<file path="config.mk">
export PLATFORM = sky130hd
export DESIGN_NAME = am_voice_scheduler
export DESIGN_NICKNAME = d
export VERILOG_FILES = /design/src/rtl/am_voice_scheduler.sv
export SDC_FILE = /design/constraint.sdc
export NUM_CORES = 1
export LEC_CHECK = 0
export ABC_AREA = 1
export CAP_MARGIN = 20
export CORE_ASPECT_RATIO = 0.5
export CORE_MARGIN = 4
export CORE_UTILIZATION = 40
export DETAILED_ROUTE_END_ITERATION = 12
export PLACE_DENSITY = 0.91
export SKIP_LAST_GASP = 1
export SLEW_MARGIN = 20
export SYNTH_ARGS = -nofsm -noshare
export SYNTH_HDL_FRONTEND = slang
export SYNTH_SLANG_ARGS = --single-unit
</file>
<file path="constraint.sdc">
create_clock -name clk_i -period 2.65 [get_ports clk_i]
set_input_delay 0.53 -clock clk_i [delete_from_list [all_inputs] [get_ports clk_i]]
set_output_delay 0.53 -clock clk_i [all_outputs]
set_load 0.02 [all_outputs]
</file>
<file path="src/rtl/am_voice_scheduler.sv">
// am_voice_scheduler: shares one fixed-latency amplitude modulator among
// NUM_VOICES requesters. Requests are granted round-robin, issued one per
// cycle with a voice tag, and each returning result is re-tagged and
// presented on a single output stream in issue order.
module am_voice_scheduler #(
  parameter int DATA_WIDTH  = 16,
  parameter int NUM_VOICES  = 4,
  parameter int MOD_LATENCY = 3,
  localparam int VID_W      = (NUM_VOICES > 1) ? $clog2(NUM_VOICES) : 1
) (
  input  logic                             clk_i,
  input  logic                             rst_ni,
  input  logic                             enable_i,
  input  logic [NUM_VOICES-1:0]            req_valid_i,
  output logic [NUM_VOICES-1:0]            req_ready_o,
  input  logic [NUM_VOICES*DATA_WIDTH-1:0] req_carrier_i,
  input  logic [NUM_VOICES*DATA_WIDTH-1:0] req_mod_i,
  output logic                             mod_valid_o,
  output logic [DATA_WIDTH-1:0]            mod_carrier_o,
  output logic [DATA_WIDTH-1:0]            mod_mod_o,
  input  logic [DATA_WIDTH-1:0]            mod_result_i,
  output logic                             out_valid_o,
  output logic [VID_W-1:0]                 out_voice_o,
  output logic [DATA_WIDTH-1:0]            out_data_o,
  output logic                             busy_o
);

  typedef enum logic [1:0] {
    ST_IDLE  = 2'd0,
    ST_RUN   = 2'd1,
    ST_DRAIN = 2'd2
  } state_t;

  state_t                  state_reg, state_next;
  logic [VID_W-1:0]        rr_ptr_reg, rr_ptr_next;

  logic                    grant_found;
  logic [VID_W-1:0]        grant_idx;
  logic [VID_W:0]          cand;
  logic                    arb_en;
  logic                    xfer;
  logic                    in_flight;

  logic                    mod_valid_reg;
  logic [DATA_WIDTH-1:0]   mod_carrier_reg;
  logic [DATA_WIDTH-1:0]   mod_mod_reg;
  logic [VID_W-1:0]        issue_vid_reg;

  logic                    tag_valid_reg [MOD_LATENCY];
  logic [VID_W-1:0]        tag_vid_reg   [MOD_LATENCY];
  logic                    tag_valid_next [MOD_LATENCY];
  logic [VID_W-1:0]        tag_vid_next   [MOD_LATENCY];

  logic                    out_valid_reg;
  logic [VID_W-1:0]        out_voice_reg;
  logic [DATA_WIDTH-1:0]   out_data_reg;

  // Round-robin search: first valid voice starting at rr_ptr, wrapping.
  always_comb begin
    grant_found = 1'b0;
    grant_idx   = '0;
    cand        = '0;
    for (int i = 0; i < NUM_VOICES; i++) begin
      cand = {1'b0, rr_ptr_reg} + (VID_W+1)'(i);
      if (cand >= (VID_W+1)'(NUM_VOICES)) begin
        cand = cand - (VID_W+1)'(NUM_VOICES);
      end
      if (!grant_found && req_valid_i[cand[VID_W-1:0]]) begin
        grant_found = 1'b1;
        grant_idx   = cand[VID_W-1:0];
      end
    end
  end

  // Grants only while running; dropping enable_i withdraws ready at once.
  assign arb_en = (state_reg == ST_RUN) && enable_i;
  assign xfer   = arb_en && grant_found;

  // One-hot ready for the granted voice; pointer advances past the winner.
  always_comb begin
    req_ready_o = '0;
    rr_ptr_next = rr_ptr_reg;
    if (xfer) begin
      req_ready_o[grant_idx] = 1'b1;
      rr_ptr_next = (grant_idx == VID_W'(NUM_VOICES-1)) ? '0 : grant_idx + 1'b1;
    end
  end

  // Anything still owed to the output: issue stage or any tag stage.
  always_comb begin
    in_flight = mod_valid_reg;
    for (int i = 0; i < MOD_LATENCY; i++) begin
      in_flight = in_flight | tag_valid_reg[i];
    end
  end

  // Next-state logic for the run/drain control FSM.
  always_comb begin
    state_next = state_reg;
    unique case (state_reg)
      ST_IDLE:  if (enable_i) state_next = ST_RUN;
      ST_RUN:   if (!enable_i) state_next = ST_DRAIN;
      ST_DRAIN: begin
        if (enable_i)        state_next = ST_RUN;
        else if (!in_flight) state_next = ST_IDLE;
      end
      default:  state_next = ST_IDLE;
    endcase
  end

  assign busy_o = (state_reg != ST_IDLE);

  // State and round-robin pointer registers.
  always_ff @(posedge clk_i or negedge rst_ni) begin
    if (!rst_ni) begin
      state_reg  <= ST_IDLE;
      rr_ptr_reg <= '0;
    end else begin
      state_reg  <= state_next;
      rr_ptr_reg <= rr_ptr_next;
    end
  end

  // Issue stage: capture the granted voice's operands and ID; hold otherwise.
  always_ff @(posedge clk_i or negedge rst_ni) begin
    if (!rst_ni) begin
      mod_valid_reg   <= 1'b0;
      mod_carrier_reg <= '0;
      mod_mod_reg     <= '0;
      issue_vid_reg   <= '0;
    end else begin
      mod_valid_reg <= xfer;
      if (xfer) begin
        mod_carrier_reg <= req_carrier_i[grant_idx*DATA_WIDTH +: DATA_WIDTH];
        mod_mod_reg     <= req_mod_i[grant_idx*DATA_WIDTH +: DATA_WIDTH];
        issue_vid_reg   <= grant_idx;
      end
    end
  end

  assign mod_valid_o   = mod_valid_reg;
  assign mod_carrier_o = mod_carrier_reg;
  assign mod_mod_o     = mod_mod_reg;

  // Tag pipeline inputs: stage 0 takes the issue stage, later stages shift.
  genvar gi;
  generate
    for (gi = 0; gi < MOD_LATENCY; gi++) begin : g_tag
      if (gi == 0) begin : g_head
        assign tag_valid_next[gi] = mod_valid_reg;
        assign tag_vid_next[gi]   = issue_vid_reg;
      end else begin : g_body
        assign tag_valid_next[gi] = tag_valid_reg[gi-1];
        assign tag_vid_next[gi]   = tag_vid_reg[gi-1];
      end
    end
  endgenerate

  // Tag shift register, last stage lines up with mod_result_i.
  always_ff @(posedge clk_i or negedge rst_ni) begin
    if (!rst_ni) begin
      for (int i = 0; i < MOD_LATENCY; i++) begin
        tag_valid_reg[i] <= 1'b0;
        tag_vid_reg[i]   <= '0;
      end
    end else begin
      for (int i = 0; i < MOD_LATENCY; i++) begin
        tag_valid_reg[i] <= tag_valid_next[i];
        tag_vid_reg[i]   <= tag_vid_next[i];
      end
    end
  end

  // Output register: re-associate the emerging tag with the result.
  always_ff @(posedge clk_i or negedge rst_ni) begin
    if (!rst_ni) begin
      out_valid_reg <= 1'b0;
      out_voice_reg <= '0;
      out_data_reg  <= '0;
    end else begin
      out_valid_reg <= tag_valid_reg[MOD_LATENCY-1];
      if (tag_valid_reg[MOD_LATENCY-1]) begin
        out_voice_reg <= tag_vid_reg[MOD_LATENCY-1];
        out_data_reg  <= mod_result_i;
      end
    end
  end

  assign out_valid_o = out_valid_reg;
  assign out_voice_o = out_voice_reg;
  assign out_data_o  = out_data_reg;

endmodule
</file>
== After elaboration in Yosys (flattened, before gate mapping) ==
Cells that the tools add are included.

* Input bits: 151
* Bits in registers: 67
* Word-level logic and storage cells: 85
* Output and inout bits: 57

* Bitwise gates (word level): 3
* Equal/unequal tests: 6
* Add/sub/neg operators: 8
* Shift-type cells: 2
* Mux-type cells: 29
* Order comparisons: 10
* Reduce and logical (&&, ||, !) cells: 12

{| class="wikitable"
|+ Operator list
! cell !! count
|-
| $shiftx 64x7->16 || 2
|-
| $mux 2 || 13
|-
| $lt 2x3->1 const B || 5
|-
| $ge 3x3->1 const B || 3
|-
| $mux 1 || 9
|-
| $bmux 1 s2 || 4
|-
| $sub 2x1->2 const B || 4
|-
| $add 2x2->3 const B || 2
|-
| $logic_and 1x1->1 || 6
|-
| $pmux 2 s3 || 1
|-
| $eq 2x2->1 const B || 2
|-
| $mux 4 || 1
|-
| $ne 2x2->1 const B || 2
|-
| $add 2x1->3 const B || 1
|-
| $ge 2x3->1 const B || 1
|-
| $logic_not 1->1 || 3
|-
| $ne 3x3->1 const B || 1
|-
| $or 1x1->1 || 3
|-
| $reduce_and 3->1 || 1
|-
| $add 2x1->2 const B || 1
|-
| $demux 1 s2 || 1
|-
| $eq 2x1->1 const B || 1
|-
| $ge 2x1->1 const B || 1
|-
| $logic_not 2->1 || 1
|-
| $reduce_bool 2->1 || 1
|}

== Logic depth before layout (Yosys ltp) ==
* Depth after elaboration: 19
* Depth in mapped cells: 16
* Mapped depth without buffers: 13

== Worst setup path after synthesis ==
No wires, ideal clock.

* Kind: input to output
* From: input req_valid_i[3]
* To: output req_ready_o[3]
* Data required time: 2120 ps
* Cell stages on the path: 14
* Arrival: 1899 ps
* Setup slack: 221 ps
* Path buffers: 2
* Path through: inv_1 > nand2_1 > nand3_1 > nand2_1 > inv_1 > nand2_1 > nand2_1 > nand3_2 > buf_6 > buf_6 > inv_1 > ha_1 > inv_1 > nor2_1

* Word-level cells in the longest chain between the ends: 17
* Elaborated cells on any way between the ends: 29
* Classes of those cells: 2 x order compare; 19 x mux; 8 x reduce/logical

{| class="wikitable"
|+ Ends and longest elaborated chain
! element !! RTL line !! RTL
|-
| from (decl) || 14 || <nowiki>input logic [NUM_VOICES-1:0] req_valid_i,</nowiki>
|-
| $bmux 1 s2 || 68 || <nowiki>if (!grant_found && req_valid_i[cand[VID_W-1:0]]) begin</nowiki>
|-
| $mux 1 (not written as such) || 68 ||
|-
| $mux 1 || 68 ||
|-
| $logic_not 1->1 || 68 ||
|-
| $logic_and 1x1->1 || 68 ||
|-
| $mux 1 || 68 ||
|-
| $logic_not 1->1 || 68 ||
|-
| $logic_and 1x1->1 || 68 ||
|-
| $mux 1 || 68 ||
|-
| $logic_not 1->1 || 68 ||
|-
| $logic_and 1x1->1 || 68 ||
|-
| $mux 2 || 68 ||
|-
| $lt 2x3->1 (not written as such) or $ge 2x1->1 (tied branches) || 84 || <nowiki>req_ready_o[grant_idx] = 1'b1;</nowiki>
|-
| $logic_and 1x1->1 (not written as such) || 84 ||
|-
| $mux 1 (not written as such) || 84 ||
|-
| $demux 1 s2 || 84 ||
|-
| $mux 4 * || 83 || <nowiki>if (xfer) begin</nowiki>
|-
| to (decl) || 15 || <nowiki>output logic [NUM_VOICES-1:0] req_ready_o,</nowiki>
|}

Mark *: on every way between the ends. The rest lies on a longest branch, timed or not. The select of a mux whose other input is x is not followed.

== Final worst setup path ==
* From: register rr_ptr_reg[0]
* To: output req_ready_o[0]

* Word-level cells in the longest chain between the ends: 19
* Elaborated cells on any way between the ends: 44
* Classes of those cells: 7 x add/sub; 6 x order compare; 23 x mux; 8 x reduce/logical

{| class="wikitable"
|+ Ends and longest elaborated chain
! element !! RTL line !! RTL
|-
| from (decl) || 35 || <nowiki>logic [VID_W-1:0] rr_ptr_reg, rr_ptr_next;</nowiki>
|-
| from (signal assigned) || 120 || <nowiki>rr_ptr_reg <= rr_ptr_next;</nowiki>
|-
| branches (longest 18 deep; another with $add 2x1->3) || n/a ||
|-
| $mux 4 * || 83 ||
|}

Mark *: on every way between the ends. The select of a mux whose other input is x is not followed.

==> key figures <==
Final layout
  – Fillcell total: slightly above 700
  – Multi-input logic area: 2034 sq um
  – Reg area: between 1500 and 2000 sq um
  – Diode count: 0
  – Layout area overhead: 69.26%
  – Cell area after layout: 6571 sq um
  – Final Util: 69.56%
  – Layout cell share with drive strength beyond 1: roughly 16%
  – NumNets Final: ~860

Synthesis
  – Seq/Total Area, Yosys: between 40% and 50%
  – Synthesized area per cell: about 7.8 sq um
  – Syn_nets: around 650
  – Top cell type's share of synthesized area: a little over two fifths
  – Leading area contributor after synthesis: dfrtp_1
  – Post-synthesis instance total: 500
  – Warnings from Yosys: 0
  – Mapped Area: between 3000 and 4000 sq um
  – Synth cell types: 26
  – Dominant cells by area after synthesis: dfrtp_1 43%, nand2_1 16%, nand3_1 13%
  – Flops & latches, synth: between 60 and 70

Global routing
  – GRT Overall Usage: 22.80%
  – Vias in the first global route: approximately 4400
  – First-pass GRT wire length: between 20000 and 25000 um
  – Largest net degree at the start of global routing: ~70
  – GRT overflow: 0
  – Initial antenna violation count: 0

Placement
  – Hpwl dp: 9410 um
  – DP Area: 6048 sq um
  – # port buffers: slightly above 200
  – Gpl congestion: ~1.0

Run status
  – Failing checks: setup timing
  – Status: finished, violations left

Route
  – WL/cell: 16.59 um
  – Initial DRT Pass Iterations: 5
  – Iter 0 DRT Violations: 300
  – DR vias/cell: approximately 5.4
  – Top Layer Used: met4
  – Total number of vias: 4542
  – Final WL: approximately 14000 um
  – DR WL met3: 846 um
  – DRC Markers: 0
  – Final ANT Viol Nets: 0
  – Metal-1 WL: about 5400 um
  – DR WL met2: 7158 um

Min path
  – Type of the most critical hold path: in -> async

Die
  – Initial Util: 41.10%
  – Rows: 25
  – Die area: 11440 sq um
  – Core box area: between 9000 and 10000 sq um
  – Die Y: 77.67 um
  – Die width: about 150 um
  – Top Ports: about 210

Timing
  – Final setup fails: 4
  – Final hold vios: 0
  – Max_slew headroom: 45.75%
  – Final WS setup: -0.1115 ns
  – Final setup TNS: -0.2532 ns
  – RSZ-0062 raised after global routing: yes
  – Final Max Slew Viols: 0
  – Maximum clock frequency: around 360 MHz
  – Worst-margin pin slew: just over 0.8 ns
  – Min Tclk post-route: around 2.8 ns
  – Clock skew: 0.004404 ns
  – Final Cycle Share: 104.2%

Power and ir drop
  – Overall power: around 9100 uW
  – PwrDens: roughly 1400 nW/um^2
  – Leak: slightly below 0.003 uW
  – VDD IR-drop max: 0.7771 mV

Job
  – Max-Cap Viols: 0

Clock network
  – CTS tree: yes
  – Number of clock sinks: 67
  – Max Root-Sink Buffers: 2
  – H-tree levels: 3
  – Clk Latency, worst-skew pair: between 0.3 and 0.4 ns
  – Clock root buffer: clkbuf_16
  – Num CTS Buffers: 9
  – Clock slew at reported path FFs: 0.06 ns

Worst setup path
  – Worst endpoint required time: 2.12 ns
  – Critical-path top delay cell: dfrtp_2
  – Endpoint type of the worst setup path: output pin
  – Setup CP Type: reg -> out
  – Critical path peak fanout: 7
  – Max incr delay on CP: around 0.47 ns
  – Arrival @ worst endpoint: between 2 and 2.5 ns
  – Worst setup SP type: register
  – Crit-path cells: clkinv_4 > buf_6 > nand2_2 > nand2_1 > nand2_1 > nand2_2 > a31oi_1 > nand3_4 > buf_6 > nor2_2 > buf_4
  – Worst-case reg-to-reg path depth: 15
-- synthesized netlist by cell type --
cell	number
inv_2	3
nor3b_1	1
buf_2	29
or2_2	1
nor2_1	7
o21ai_0	2
nor2_4	1
mux2_2	18
inv_1	10
a221oi_1	1
nand2_4	1
nor3_1	2
buf_6	5
a21oi_1	1
nand2_1	166
nand2_2	1
a31oi_1	1
nand4_1	64
dfrtp_1	67
nand3_1	103
clkbuf_1	7
nand3_2	3
inv_4	1
ha_1	1
buf_4	3
o21a_1	1
-- power by group --
part / internal [uW] / total (uW) / switching [uW]
clock network: 824 / 1250 / 427
logic: 2470 / 6110 / 3640
registers: 1490 / 1770 / 281
-- final cells by class --
class	count	area share, %
inverter	14	0.9520
timing repair buffer	236	35.11
clock buffer	10	3.484
tap	135	2.570
sequential	67	25.55
multi-input combinational	375	30.96
clock inverter	6	1.371
-- routing by layer --
layer	up-vias	GRT usage, %
li1	2141	-
met1	2128	27.22
met2	228	40.83
met3	45	4.259
met4	0	9.294
met5	-	0
-- kinds of logic (layout without fill, tap and decap cells) --
kind of cell	count (synthesis)	in the layout	share of synthesized area [%]
DFF	67	67	43.18
AOI/OAI and AO/OA	6	6	0.9669
adders and majority gates	1	1	0.3222
buffers and inverters	58	266	7.864
muxes	18	18	5.221
and+or+nand+nor	350	350	42.44
-- timing repair --
| item | in CTS | in global routing |
|---|---|---|
| setup endpoints to repair | 4 | 4 |
| pin swaps | 8 | 11 |
| resized for setup | 41 | 33 |
| buffers inserted | 2 | 6 |
| hold buffers | 0 | 0 |
| endpoints found under the hold margin | 0 | 0 |
-- worst paths after layout --
| path | start | to | slack [ns] |
|---|---|---|---|
| worst min-delay path | rst_ni | mod_carrier_o[10] | 0.30 |
| worst max-delay path | rr_ptr_reg[0] | req_ready_o[0] | -0.11 |
| max in group asynchronous | rst_ni | rr_ptr_reg[1] | 1.76 |
| worst max register to register | rr_ptr_reg[0] | mod_carrier_o[7] | 0.12 |
| min in group clk_i | tag_vid_next[0] | tag_vid_reg[0] | 0.35 |
| worst min register to register | tag_vid_next[0] | tag_vid_reg[0] | 0.35 |
-- layout by cell type, fill, tap and decap left out, types with 5 or more instances in the layout --
cell,count
mux2_2,18
nand2_1,151
clkdlybuf4s50_1,198
dfrtp_1,65
inv_2,5
nand2_2,15
buf_6,6
nand3_1,98
nand4_1,64
buf_4,27
nand3_2,5
clkbuf_16,9
inv_1,6
-- critical path: cells and delay by family, from the launching register on --
| family | cells | cell delay [ns] |
|---|---|---|
| buf+inv | 4 | 0.58 |
| flops | 1 | 0.47 |
| compound gates | 1 | 0.29 |
| simple gates | 6 | 0.55 |
-- metrics by stage --
step                      setup WS, ns  hold WS, ns  std cells
final                          -0.1115       0.2986        843
after global routing           -0.1662       0.3569        843
after CTS                      0.03860       0.3438        837
after detailed placement       -0.5790       0.3356        819
after global placement         -0.4655       0.3334        819
after floorplan                 0.2210       0.2344        500
(Power assumes the default switching activity.)
